### config.mk
export PLATFORM = sky130hd
export DESIGN_NAME = icw_ocw_sequencer
export DESIGN_NICKNAME = d
export VERILOG_FILES = /design/src/rtl/icw_ocw_sequencer.sv
export SDC_FILE = /design/constraint.sdc
export NUM_CORES = 1
export LEC_CHECK = 0
export CORE_UTILIZATION = 30
export CTS_CLUSTER_DIAMETER = 120
export CTS_CLUSTER_SIZE = 14
export DETAILED_ROUTE_END_ITERATION = 8
export PLACE_DENSITY = 0.63
export SLEW_MARGIN = 20
export SYNTH_ARGS = -nofsm -noshare
export SYNTH_HDL_FRONTEND = slang
export SYNTH_SLANG_ARGS = --single-unit
### constraint.sdc
create_clock -name clk -period 2.3 [get_ports clk]
set_input_delay 0.46 -clock clk [delete_from_list [all_inputs] [get_ports clk]]
set_output_delay 0.46 -clock clk [all_outputs]
set_load 0.005 [all_outputs]
### src/rtl/icw_ocw_sequencer.sv
// 8259 command front-end: decodes CPU writes into the ICW1..ICW4 init sequence
// and the OCW1..OCW3 operation words, and holds the configuration registers
// that the interrupt handler consumes. There is no interrupt datapath here.
module icw_ocw_sequencer #(
    parameter logic [7:0] IMR_INIT = 8'hFF,
    parameter logic [4:0] VEC_INIT = 5'h00
) (
    input  logic       clk,
    input  logic       rst,
    input  logic       cs_n,
    input  logic       wr_n,
    input  logic       a0,
    input  logic [7:0] din,
    output logic [7:0] ocw1,
    output logic [4:0] vec_add,
    output logic       ltim,
    output logic       sngl,
    output logic [7:0] cascade,
    output logic       eoi_mode,
    output logic       read_mode,
    output logic [2:0] eoi_command,
    output logic [2:0] int_level,
    output logic       eoi_cmd_updated,
    output logic       init_done,
    output logic       seq_err
);

    localparam logic [2:0] ST_UNINIT = 3'd0;
    localparam logic [2:0] ST_W_ICW2 = 3'd1;
    localparam logic [2:0] ST_W_ICW3 = 3'd2;
    localparam logic [2:0] ST_W_ICW4 = 3'd3;
    localparam logic [2:0] ST_READY  = 3'd4;

    logic [2:0] r_state;
    logic       r_arm;
    logic       r_ic4;

    logic       w_accept;
    logic       w_icw1;
    logic       w_ignore;
    logic [2:0] w_state_next;

    // One accept per write pulse: arm is consumed by the accept and only
    // re-armed once the strobe or chip select goes inactive.
    assign w_accept = ~cs_n & ~wr_n & r_arm;
    // ICW1 restarts initialisation from any state.
    assign w_icw1   = ~a0 & din[4];

    // Next-state and out-of-sequence decode for the current accept.
    always_comb begin
        w_state_next = r_state;
        w_ignore     = 1'b0;
        if (w_accept) begin
            if (w_icw1) begin
                w_state_next = ST_W_ICW2;
            end else begin
                case (r_state)
                    ST_W_ICW2: begin
                        if (a0) begin
                            if (!sngl)      w_state_next = ST_W_ICW3;
                            else if (r_ic4) w_state_next = ST_W_ICW4;
                            else            w_state_next = ST_READY;
                        end else begin
                            w_ignore = 1'b1;
                        end
                    end
                    ST_W_ICW3: begin
                        if (a0) w_state_next = r_ic4 ? ST_W_ICW4 : ST_READY;
                        else    w_ignore = 1'b1;
                    end
                    ST_W_ICW4: begin
                        if (a0) w_state_next = ST_READY;
                        else    w_ignore = 1'b1;
                    end
                    ST_READY:  w_state_next = ST_READY;
                    default:   w_ignore = 1'b1;
                endcase
            end
        end
    end

    // Sequencer state, write arming and status flags.
    always_ff @(posedge clk or posedge rst) begin
        if (rst) begin
            r_state   <= ST_UNINIT;
            r_arm     <= 1'b1;
            init_done <= 1'b0;
            seq_err   <= 1'b0;
        end else begin
            r_state   <= w_state_next;
            init_done <= (w_state_next == ST_READY);
            seq_err   <= w_ignore;
            if (cs_n || wr_n)  r_arm <= 1'b1;
            else if (w_accept) r_arm <= 1'b0;
        end
    end

    // Configuration registers written by accepted ICW/OCW bytes.
    always_ff @(posedge clk or posedge rst) begin
        if (rst) begin
            ocw1            <= IMR_INIT;
            vec_add         <= VEC_INIT;
            ltim            <= 1'b0;
            sngl            <= 1'b0;
            r_ic4           <= 1'b0;
            cascade         <= 8'h00;
            eoi_mode        <= 1'b0;
            read_mode       <= 1'b0;
            eoi_command     <= 3'b000;
            int_level       <= 3'b000;
            eoi_cmd_updated <= 1'b0;
        end else if (w_accept) begin
            if (w_icw1) begin
                ltim      <= din[3];
                sngl      <= din[1];
                r_ic4     <= din[0];
                ocw1      <= 8'h00;
                eoi_mode  <= 1'b0;
                read_mode <= 1'b0;
            end else begin
                case (r_state)
                    ST_W_ICW2: if (a0) vec_add  <= din[7:3];
                    ST_W_ICW3: if (a0) cascade  <= din;
                    ST_W_ICW4: if (a0) eoi_mode <= din[1];
                    ST_READY: begin
                        if (a0) begin
                            ocw1 <= din;
                        end else if (!din[3]) begin
                            // OCW2: every code is forwarded, the handler interprets it.
                            eoi_command     <= din[7:5];
                            int_level       <= din[2:0];
                            eoi_cmd_updated <= ~eoi_cmd_updated;
                        end else if (din[1]) begin
                            // OCW3: read select only changes when RR is set.
                            read_mode <= din[0];
                        end
                    end
                    default: ;
                endcase
            end
        end
    end

endmodule

==> impl_metrics.yaml <==
outcome:
  status: "completed"
worst_hold_path:
  hp-class: "reg2reg"
  worst_hold_path.num_cells: 1
  worstHoldEndpoint: "eoi_cmd_updated"
  min_from: "eoi_cmd_updated"
timing:
  hold_slack_ps: 475
  hold_violations: 0
  tns_ps: 0
  rsz0062_at_grt: "no"
  fin_crit_ps: 1980
  fin_crit_sh_pct: 86.1
  timing.fmax_ghz: 0.505
  worstMarginPinSlew_ps: 487
  skew_ps: 5.13
  slew-limit-headroom_pct: 67.6
  setup_viol: 0
  slew_violations: 0
finish:
  layout_common_cells: "46 x clkdlybuf4s50_1, 30 x dfrtp_1, 20 x nand2_1"
  fin_cells: 278
  utilization_pct: 44.3
  fill_cells: 540
  layout_commonest_cell: "clkdlybuf4s50_1"
  nets: 218
  diodes: 0
  area_delta_synth_final_pct: 41.1
  drive_above_1_share_pct: 25.2
global_route:
  antenna_found_initial: 0
  grt_first_pass_wirelength_microns: 6530
  grtUsageTotal_pct: 14.1
  grt_pass1_vias: 1265
  grt_max_degree: 40
  grt_overflow: 0
clock_tree:
  cts_tree: "done"
  insertion_delay_ps: 290
  numCtsBuffers: 5
  root_buffer: "clkbuf_8"
  cts.clk_slew.worst_paths_ps: 80
  cts.htree.levels: 2
  hold_buffers: 0
  clockBufferDepth: 2
  post_cts_buffers: 0
  cts_sinks: 39
  cts_resized: 0
placement:
  dpl.cell_count: 270
  portBuffers: 46
  hpwl_microns: 2830
  place.gp.congestion: 0.780
synthesis:
  synth-async-reset-ratio_pct: 100
  synth.distinct_cells: 33
  syn_inst: 149
  synth-seq-area-share_pct: 56.8
  syn_avg_cell_area_sq_um: 11.7
  synth_edf_count: 0
  yosysWarnings: 0
  syn-num-nets: 162
  synthesis.area_sq_um: 1740
  ys_ff_latch: 39
  ys.flop_type: "dfrtp_1"
routing:
  dr.pass1.iters: 4
  routed_wl_microns: 3930
  num_vias: 1309
  drc: 0
  wl_per_cell_microns: 14.1
  drtIter0Drc: 65
  ant_nets: 0
  via_per_inst: 4.71
setup_path:
  crit_chain: "clkdlybuf4s50_1 > or3b_1 > buf_4 > nor2_1 > nand3_1 > buf_4 > mux2_2"
  rrSetupSlack_ps: 440
  startpoint_type: "input port"
  cp-end-kind: "register"
  worst-endpoint-required_ps: 2480
  crit_type: "in2reg"
  crit_slowest_cell: "or3b_1"
  worstRegToRegCells: 6
  reg2reg_from: "r_arm"
  crit_arrival_ps: 2160
  max_stage_delay_ps: 460
  path_max_fanout: 7
  r2r-end: "eoi_command[2]"
  path_common_cell: "buf_4"
floorplan:
  chipHeight_microns: 78.1
  initial_utilization_pct: 31.4
  io-pin-count: 47
  num_rows: 27
  die_x_microns: 78.1
  die_area_sq_um: 6110
  core_area_sq_um: 5540
power:
  p_comb_share_pct: 29.5
  seqPwrFrac_pct: 42.8
  switchingPower_mw: 0.606
  powerDensity_nw_per_um2: 988
  ir_drop_mv: 0.378
  p_leak_nw: 1.05
  switching_share_pct: 25.0
  internal_power_mw: 1.82
  power.share.clock_pct: 27.6
  total_power_mw: 2.42
job:
  max-cap-violations: 0
[critical path, delay by kind of cell]
kind                   cells  cell delay (ps)
buffers and inverters      3              800
and+or+nand+nor            3              610
muxes                      1              280
[routing by layer]
metal / track usage (%) / share of wire [%] / up-vias
met5: 0 / 0 / -
met4: 6.11 / 1.9 / 0
met3: 3.60 / 4.6 / 6
met2: 21.1 / 47 / 35
met1: 19.3 / 46 / 640
li1: - / - / 628
[state kept, by name, indices dropped and copies added, names as in the netlist]
| signal | flops |
|---|---|
| ltim | 1 |
| r_state | 3 |
| cascade | 8 |
| vec_add | 5 |
| r_arm | 1 |
| eoi_mode | 1 |
| read_mode | 1 |
| int_level | 3 |
| sngl | 1 |
| init_done | 1 |
| eoi_command | 3 |
| r_ic4 | 1 |
| seq_err | 1 |
| ocw1 | 8 |
| eoi_cmd_updated | 1 |
[cells in the mapped netlist, types with 2 or more instances]
cell type	count	share of area (%)
nor4_1	2	0.72
o41ai_1	2	1.0
nor2b_1	4	1.4
nand2b_1	4	1.4
mux2_4	5	4.3
xnor2_1	2	1.0
clkbuf_1	3	0.65
or2_2	2	0.72
nand3_1	2	0.58
a21oi_1	5	1.4
nor3b_1	2	0.86
o21ai_0	11	3.2
buf_2	2	0.58
dfstp_2	9	14
buf_6	2	1.3
dfrtp_1	30	43
nor2_1	11	2.4
nand2_1	20	4.3
mux2_2	17	11
[cell families after synthesis]
family          synth area share [%]
xor+xnor                        1.01
simple gates                    14.9
compound gates                  9.28
mux                             15.3
flops                           56.8
buf+inv                         2.73
[through the flow]
stage / worst slack (ps) / cell area [sq um]
finish: 320 / 2450
floorplan: 401 / 1740
global route: 283 / 2450
global placement: 41.3 / 2320
CTS: 329 / 2450
detailed placement: 14.0 / 2320
[area by class of cell]
cell class                      instances  area (sq um)  area share (%)
Clock buffer                            6          72.6            2.96
Clock inverter                          2          60.1            2.45
Inverter                                1          3.75           0.153
Multi-Input combinational cell        102           704            28.7
Sequential cell                        39           987            40.2
Tap cell                               72          90.1            3.67
Timing Repair Buffer                   56           536            21.8
[worst max path at each step]
stage	endpoint	slack, ps	start	cells after the start
floorplan	vec_add[0]	400	r_arm	5
global placement	eoi_command[2]	40	wr_n	7
detailed placement	eoi_command[2]	10	wr_n	7
CTS	eoi_command[2]	330	wr_n	7
global route	eoi_command[2]	280	wr_n	7
finish	eoi_command[2]	320	wr_n	7
[power groups by stage]
stage / clock, mW / combinational (mW) / sequential (mW)
6_report: 0.670 / 0.716 / 1.04
5_1_grt: 0.721 / 0.776 / 1.07
4_1_cts: 0.689 / 0.726 / 1.04
3_5_place_dp: 0 / 0.724 / 1.05
3_3_place_gp: 0 / 0.717 / 1.04
2_1_floorplan: 0 / 0.334 / 1.01
(Power assumes the default switching activity.)
